$ cat src/rtl/ice_sl_frame_buffer_pkg.sv
`default_nettype none
// ============================================================================
// Module   : ice_sl_frame_buffer_pkg
// Purpose  : Shared write-FSM encodings and RAM entry layout for the frame
//            buffer controller.
// Revision : 1.0
// ============================================================================
package ice_sl_frame_buffer_pkg;

    typedef enum logic [1:0] {
        W_IDLE  = 2'd0,
        W_FRAME = 2'd1,
        W_DROP  = 2'd2
    } wr_state_e;

    localparam int EOF_BIT = 8;
    localparam int ENTRY_W = 9;

endpackage
`default_nettype wire

$ cat src/rtl/ice_sl_frame_buffer_if.sv
`default_nettype none
// ============================================================================
// Module   : ice_sl_frame_buffer_if
// Purpose  : Device write port and bus-controller port of the frame buffer.
// Revision : 1.0
// ============================================================================
interface ice_sl_frame_buffer_if #(
    parameter int ADDR_W = 9
);
    import ice_sl_frame_buffer_pkg::*;

    logic [7:0]         wr_data;
    logic               wr_valid;
    logic               wr_last;
    logic               wr_abort;
    logic               overflow;
    logic [ADDR_W-1:0]  sl_addr;
    logic [ENTRY_W-1:0] sl_data;
    logic [ADDR_W-1:0]  sl_tail;
    logic               sl_latch_tail;
    logic               sl_arb_request;
    logic               sl_arb_grant;
    logic [ADDR_W-1:0]  frame_count;

    modport master (
        output wr_data, wr_valid, wr_last, wr_abort,
        output sl_addr, sl_latch_tail, sl_arb_grant,
        input  overflow, sl_data, sl_tail, sl_arb_request, frame_count
    );

    modport slave (
        input  wr_data, wr_valid, wr_last, wr_abort,
        input  sl_addr, sl_latch_tail, sl_arb_grant,
        output overflow, sl_data, sl_tail, sl_arb_request, frame_count
    );

endinterface
`default_nettype wire

$ cat src/rtl/ice_ring_ram.sv
`default_nettype none
// ============================================================================
// Module   : ice_ring_ram
// Purpose  : Simple dual-port RAM, synchronous write, registered read-first read.
// Revision : 1.0
// ============================================================================
module ice_ring_ram #(
    parameter int ADDR_W = 9,
    parameter int DATA_W = 9
) (
    input  wire logic              clk,
    input  wire logic              rst,
    input  wire logic              wr_en_i,
    input  wire logic [ADDR_W-1:0] wr_addr_i,
    input  wire logic [DATA_W-1:0] wr_data_i,
    input  wire logic [ADDR_W-1:0] rd_addr_i,
    output logic      [DATA_W-1:0] rd_data_o
);

    logic [DATA_W-1:0] mem_q [2**ADDR_W];
    logic [DATA_W-1:0] rd_data_q;

    // Storage array carries no reset so it maps onto block RAM.
    always_ff @(posedge clk) begin
        if (wr_en_i) begin
            mem_q[wr_addr_i] <= wr_data_i;
        end
    end

    always_ff @(posedge clk) begin
        if (rst) begin
            rd_data_q <= '0;
        end else begin
            rd_data_q <= mem_q[rd_addr_i];
        end
    end

    assign rd_data_o = rd_data_q;

endmodule
`default_nettype wire

$ cat src/rtl/ice_sl_frame_buffer.sv
`default_nettype none
// ============================================================================
// Module   : ice_sl_frame_buffer
// Purpose  : Outgoing frame buffer: commits whole frames into a circular RAM,
//            requests arbitration while frames are pending, frees on tail latch.
// Revision : 1.0
// ============================================================================
module ice_sl_frame_buffer
    import ice_sl_frame_buffer_pkg::*;
#(
    parameter int ADDR_W = 9
) (
    input  wire logic                  clk,
    input  wire logic                  rst,
    ice_sl_frame_buffer_if.slave       fb
);

    wr_state_e          state_q;
    logic [ADDR_W-1:0]  wr_ptr_q;
    logic [ADDR_W-1:0]  head_q;
    logic [ADDR_W-1:0]  tail_q;
    logic [ADDR_W-1:0]  frame_count_q;
    logic               overflow_q;
    logic               arb_q;

    logic [ADDR_W-1:0]  w_wr_ptr_inc;
    logic               w_full;
    logic               w_accepting;
    logic               w_we;
    logic               w_commit;
    logic               w_latch;
    logic [ENTRY_W-1:0] w_entry;
    logic               w_unused_grant;

    assign w_wr_ptr_inc = wr_ptr_q + 1'b1;
    assign w_full       = (w_wr_ptr_inc == tail_q);

    // In W_FRAME an abort wins over a simultaneous byte strobe.
    assign w_accepting  = (state_q == W_IDLE) ||
                          ((state_q == W_FRAME) && !fb.wr_abort);
    assign w_we         = w_accepting && fb.wr_valid && !w_full;
    assign w_commit     = w_we && fb.wr_last;
    assign w_latch      = fb.sl_latch_tail && (frame_count_q != '0);

    always_comb begin
        w_entry          = '0;
        w_entry[EOF_BIT] = fb.wr_last;
        w_entry[7:0]     = fb.wr_data;
    end

    // Grant is status only: device writes continue during a bus transmit.
    assign w_unused_grant = fb.sl_arb_grant;

    always_ff @(posedge clk) begin
        if (rst) begin
            state_q       <= W_IDLE;
            wr_ptr_q      <= '0;
            head_q        <= '0;
            tail_q        <= '0;
            frame_count_q <= '0;
            overflow_q    <= 1'b0;
            arb_q         <= 1'b0;
        end else begin
            overflow_q <= 1'b0;

            case (state_q)
                W_IDLE, W_FRAME: begin
                    if ((state_q == W_FRAME) && fb.wr_abort) begin
                        wr_ptr_q <= head_q;
                        state_q  <= W_IDLE;
                    end else if (fb.wr_valid) begin
                        if (w_full) begin
                            overflow_q <= 1'b1;
                            wr_ptr_q   <= head_q;
                            state_q    <= fb.wr_last ? W_IDLE : W_DROP;
                        end else begin
                            wr_ptr_q <= w_wr_ptr_inc;
                            if (fb.wr_last) begin
                                head_q  <= w_wr_ptr_inc;
                                state_q <= W_IDLE;
                            end else begin
                                state_q <= W_FRAME;
                            end
                        end
                    end
                end
                W_DROP: begin
                    if (fb.wr_abort || (fb.wr_valid && fb.wr_last)) begin
                        state_q <= W_IDLE;
                    end
                end
                default: state_q <= W_IDLE;
            endcase

            if (w_latch) begin
                tail_q <= fb.sl_addr;
            end

            case ({w_commit, w_latch})
                2'b10:   frame_count_q <= frame_count_q + 1'b1;
                2'b01:   frame_count_q <= frame_count_q - 1'b1;
                default: frame_count_q <= frame_count_q;
            endcase

            arb_q <= (frame_count_q != '0);
        end
    end

    ice_ring_ram #(
        .ADDR_W (ADDR_W),
        .DATA_W (ENTRY_W)
    ) u_ram (
        .clk       (clk),
        .rst       (rst),
        .wr_en_i   (w_we),
        .wr_addr_i (wr_ptr_q),
        .wr_data_i (w_entry),
        .rd_addr_i (fb.sl_addr),
        .rd_data_o (fb.sl_data)
    );

    assign fb.overflow       = overflow_q;
    assign fb.sl_tail        = tail_q;
    assign fb.sl_arb_request = arb_q;
    assign fb.frame_count    = frame_count_q;

endmodule
`default_nettype wire
$ cat src/flat_wrapper.sv
// flat-port wrapper written by rule: the top's interface ports become plain ports
module ice_sl_frame_buffer_flat import ice_sl_frame_buffer_pkg::*;
#(
    parameter int ADDR_W = 9
)
  (clk, rst, fb_wr_data, fb_wr_valid, fb_wr_last, fb_wr_abort, fb_sl_addr, fb_sl_latch_tail, fb_sl_arb_grant, fb_overflow, fb_sl_data, fb_sl_tail, fb_sl_arb_request, fb_frame_count);
  ice_sl_frame_buffer_if #(.ADDR_W(ADDR_W)) fb_i ();
  input  wire logic clk;
  input  wire logic rst;
  input wire logic [$bits(fb_i.wr_data)-1:0] fb_wr_data;
  input wire logic [$bits(fb_i.wr_valid)-1:0] fb_wr_valid;
  input wire logic [$bits(fb_i.wr_last)-1:0] fb_wr_last;
  input wire logic [$bits(fb_i.wr_abort)-1:0] fb_wr_abort;
  input wire logic [$bits(fb_i.sl_addr)-1:0] fb_sl_addr;
  input wire logic [$bits(fb_i.sl_latch_tail)-1:0] fb_sl_latch_tail;
  input wire logic [$bits(fb_i.sl_arb_grant)-1:0] fb_sl_arb_grant;
  output wire logic [$bits(fb_i.overflow)-1:0] fb_overflow;
  output wire logic [$bits(fb_i.sl_data)-1:0] fb_sl_data;
  output wire logic [$bits(fb_i.sl_tail)-1:0] fb_sl_tail;
  output wire logic [$bits(fb_i.sl_arb_request)-1:0] fb_sl_arb_request;
  output wire logic [$bits(fb_i.frame_count)-1:0] fb_frame_count;
  assign fb_i.wr_data = fb_wr_data;
  assign fb_i.wr_valid = fb_wr_valid;
  assign fb_i.wr_last = fb_wr_last;
  assign fb_i.wr_abort = fb_wr_abort;
  assign fb_i.sl_addr = fb_sl_addr;
  assign fb_i.sl_latch_tail = fb_sl_latch_tail;
  assign fb_i.sl_arb_grant = fb_sl_arb_grant;
  assign fb_overflow = fb_i.overflow;
  assign fb_sl_data = fb_i.sl_data;
  assign fb_sl_tail = fb_i.sl_tail;
  assign fb_sl_arb_request = fb_i.sl_arb_request;
  assign fb_frame_count = fb_i.frame_count;
  ice_sl_frame_buffer #(.ADDR_W(ADDR_W)) u_core (.clk(clk), .rst(rst), .fb(fb_i));
endmodule
$ cat config.mk
export PLATFORM = sky130hd
export DESIGN_NAME = ice_sl_frame_buffer_flat
export DESIGN_NICKNAME = d
export VERILOG_FILES = /design/src/rtl/ice_sl_frame_buffer_pkg.sv /design/src/rtl/ice_sl_frame_buffer_if.sv /design/src/rtl/ice_ring_ram.sv /design/src/rtl/ice_sl_frame_buffer.sv /design/src/flat_wrapper.sv
export SDC_FILE = /design/constraint.sdc
export NUM_CORES = 2
export LEC_CHECK = 0
export CAP_MARGIN = 20
export CORE_MARGIN = 2
export CORE_UTILIZATION = 50
export DETAILED_ROUTE_END_ITERATION = 8
export PLACE_DENSITY = 0.71
export SETUP_SLACK_MARGIN = 0.3
export SLEW_MARGIN = 5
export SYNTH_ARGS = -nofsm -noshare
export SYNTH_HDL_FRONTEND = slang
export SYNTH_MEMORY_MAX_BITS = 65536
export SYNTH_SLANG_ARGS = --single-unit
export TNS_END_PERCENT = 1
$ cat constraint.sdc
create_clock -name clk -period 6.55 [get_ports clk]
set_input_delay 0.9825 -clock clk [delete_from_list [all_inputs] [get_ports clk]]
set_output_delay 0.9825 -clock clk [all_outputs]
set_load 0.05 [all_outputs]
==> impl_metrics.env <==
export IMPL_status="finished clean"
export IMPL_timing_rr_start="u_core.wr_ptr_q[0]$_SDFFE_PP0P_"
export IMPL_portBuffers=51
export IMPL_final_hold_violation_count=0
export IMPL_synth_top_area_cell="edfxtp_1"
export IMPL_num_io_pins=53
export IMPL_post_route_cell_area_um2=201000
export IMPL_synthTopCellsByArea="edfxtp_1 (77%), mux4_2 (16%), nor2_1 (1.2%)"
export IMPL_cts_clk_slew_worst_paths_ps=60
export IMPL_max_clock_path_buffers=4
export IMPL_final_nets=8294
export IMPL_crit_type="flip-flop to flip-flop"
export IMPL_synth_area_um2=180000
export IMPL_finalWirelength_mm=436
export IMPL_setup_worst_path_start_class="flip-flop"
export IMPL_holdBufCountCts=0
export IMPL_grt_pass1_wl_mm=625
export IMPL_critPathMaxFanout=19
export IMPL_dpl_cell_area_um2=186000
export IMPL_clockRootBuffer="clkbuf_16"
export IMPL_cts_setup_buffers=0
export IMPL_synth_area_per_cell_um2=22.3
export IMPL_cp_end_kind="flip-flop"
export IMPL_viasPerCell=6.40
export IMPL_fmax_mhz=191
export IMPL_grt_max_degree=212
export IMPL_cp_required_ps=7130
export IMPL_h_tree_depth=5
export IMPL_ys_warn_count=0
export IMPL_worstSetupStartpoint="u_core.wr_ptr_q[0]$_SDFFE_PP0P_"
export IMPL_ys_ff_latch=4657
export IMPL_fp_coreArea_um2=359000
export IMPL_synthCells=8053
export IMPL_dr_total_vias=86000
export IMPL_crit_end="u_core.u_ram.mem_q[11][3]$_DFFE_PP_"
export IMPL_dr_pass1_iters=6
export IMPL_synthTopCellsByCount="edfxtp_1 (4608), mux4_2 (1238), nor2_1 (595)"
export IMPL_whs_ps=423
export IMPL_arrival_ps=5800
export IMPL_hold_start="fb_wr_last"
export IMPL_async_reset_ff_share_pct=0
export IMPL_drt_wirelength_per_cell_um=32.5
export IMPL_gp_congestion=0.884
export IMPL_setup_tns_ps=0
export IMPL_worst_slew_pin_slew_ps=1160
export IMPL_fillers=25500
export IMPL_ys_flop_type="edfxtp_1"
export IMPL_power_density_nw_per_um2=310
export IMPL_synth_cell_types=70
export IMPL_layoutNonFillerInstCount=13400
export IMPL_hpwlAfterDp_mm=261
export IMPL_r2r_slack_ps=1330
export IMPL_grt_usage_pct=23.7
export IMPL_synth_seq_area_share_pct=77.5
export IMPL_rows=220
export IMPL_grt_overflow_total=0
export IMPL_dieHeight_um=604
export IMPL_clk_latency_ps=990
export IMPL_cts_tree="done"
export IMPL_start_util_pct=50.1
export IMPL_setup_viol=0
export IMPL_hold_path_class="input pin to flip-flop"
export IMPL_synth_top_area_share_pct=76.9
export IMPL_p_leak_uw=0.0612
export IMPL_synth_fp_nets=8090
export IMPL_grt_pass1_vias=86200
export IMPL_fin_worst_skew_ps=72.0
export IMPL_min_period_ps=5220
export IMPL_ff2ff_path_depth=9
export IMPL_rsz0062_at_grt="false"
export IMPL_cts_sinks=4657
export IMPL_dp_cells=12600
export IMPL_final_layout_size_suffix_gt1_share_pct=24.9
export IMPL_drv_cap=0
export IMPL_p_total_uw=62200
export IMPL_irDropWorstVdd_v=0.000243
export IMPL_fin_crit_sh_pct=79.7
export IMPL_die_x_um=604
export IMPL_cts_resized_gates=0
export IMPL_reg2reg_to="u_core.u_ram.mem_q[11][3]$_DFFE_PP_"
export IMPL_relSlewSlack_pct=22.5
export IMPL_final_max_slew_viol_count=0
export IMPL_area_delta_synth_final_pct=11.6
export IMPL_ant_nets=0
export IMPL_route_detailed_drc=0
export IMPL_initialDrtViolationCount=11600
export IMPL_synth_edff_count=4608
export IMPL_numCtsBuffers=448
export IMPL_antenna_found_initial=11
export IMPL_dieArea_um2=365000
export IMPL_yosysMostFrequentCell="edfxtp_1"
==> critical path, stage by stage (launching register included) <==
cell and delay [ps]:
dfxtp_1 530, ha_1 250, nand3_1 180, nor3_1 370, xnor3_1 290, and4_1 320, a21oi_4 670, nand3_4 860
buf_12 490, nor2_1 790
==> stage by stage <==
step / utilization, % / setup WS (ps)
after global routing: 55.9 / 1160
after detailed placement: 51.9 / 1160
after CTS: 55.9 / 1340
after floorplan: - / 2080
final: 56.0 / 1330
after global placement: 51.9 / 975
==> cells by family after synthesis <==
logic type / synth area share, %
xor gates and xnor gates: 0.138
adders and majority gates: 0.0946
buffers and inverters: 1.53
AOI/OAI and AO/OA: 2.13
muxes: 16.4
and+or+nand+nor: 2.25
DFF: 77.5
==> worst min-delay path by stage <==
| stage | endpoint | slack [ps] | cells after the start |
|---|---|---|---|
| after floorplan | u_core.head_q[4]$_SDFFE_PP0P_ | 450 | 2 |
| after global placement | u_core.head_q[4]$_SDFFE_PP0P_ | 470 | 2 |
| after detailed placement | u_core.head_q[4]$_SDFFE_PP0P_ | 470 | 2 |
| after CTS | u_core.u_ram.mem_q[293][8]$_DFFE_PP_ | 380 | 1 |
| after global routing | u_core.u_ram.mem_q[293][8]$_DFFE_PP_ | 400 | 1 |
| final | u_core.u_ram.mem_q[293][8]$_DFFE_PP_ | 420 | 1 |
==> sequential cells by signal, summed over array words and instances, names as in the netlist <==
signal	count
u_core.fb.frame_count	9
u_core.fb.overflow	1
u_core.fb.sl_arb_request	1
u_core.fb.sl_tail	9
u_core.head_q	9
u_core.state_q	2
u_core.u_ram.mem_q	4608
u_core.u_ram.rd_data_o	9
u_core.wr_ptr_q	9
==> report_power, final <==
part | switching (uW) | leakage (uW) | internal [uW]
registers | 88.6 | 0.0418 | 32800
logic | 2380 | 0.0123 | 1270
clock network | 11100 | 0.00709 | 14600
total | 13600 | 0.0612 | 48700
==> layout by cell type, fill, tap and decap left out, drive strengths merged, types with 8 or more instances in the layout <==
| cell | n |
|---|---|
| a31oi | 19 |
| a22o | 47 |
| o31a | 8 |
| nor2 | 595 |
| a22oi | 108 |
| nand4 | 14 |
| o211ai | 24 |
| o21ai | 32 |
| clkdlybuf4s50 | 35 |
| diode | 13 |
| or2 | 9 |
| mux2 | 32 |
| mux2i | 120 |
| edfxtp | 4608 |
| clkbuf | 568 |
| nand2b | 17 |
| a21oi | 63 |
| o32ai | 41 |
| a211oi | 45 |
| bufinv | 46 |
| ha | 12 |
| buf | 219 |
| nor2b | 16 |
| mux4 | 1238 |
| o22ai | 71 |
| nand2 | 99 |
| xor2 | 8 |
| clkinv | 198 |
| dfxtp | 49 |
| nor4 | 22 |
| nand3 | 54 |
| nor3 | 50 |
| xnor2 | 10 |
| a221oi | 28 |
| or3 | 16 |
| inv | 29 |
| a2111oi | 12 |
==> final cells by class <==
type | instances | area (um2) | area share, %
clock buffers | 566 | 11800 | 5.86
diodes | 13 | 32.5 | 0.0162
well taps | 4773 | 5970 | 2.98
multi-input cells | 2883 | 38000 | 18.9
flip-flops and latches | 4657 | 139000 | 69.4
repair buffers | 256 | 2710 | 1.35
inverters | 11 | 41.3 | 0.0206
clock inverters | 269 | 2810 | 1.40
==> routing by layer <==
layer	track usage, %	vias up	part of all wire, %
met3	4.69	808	10
met2	37.8	4844	48
met4	8.76	4	4.0
met1	32.8	45800	38
li1	-	34600	-
met5	0	-	0.0037
(Power assumes the default switching activity.)
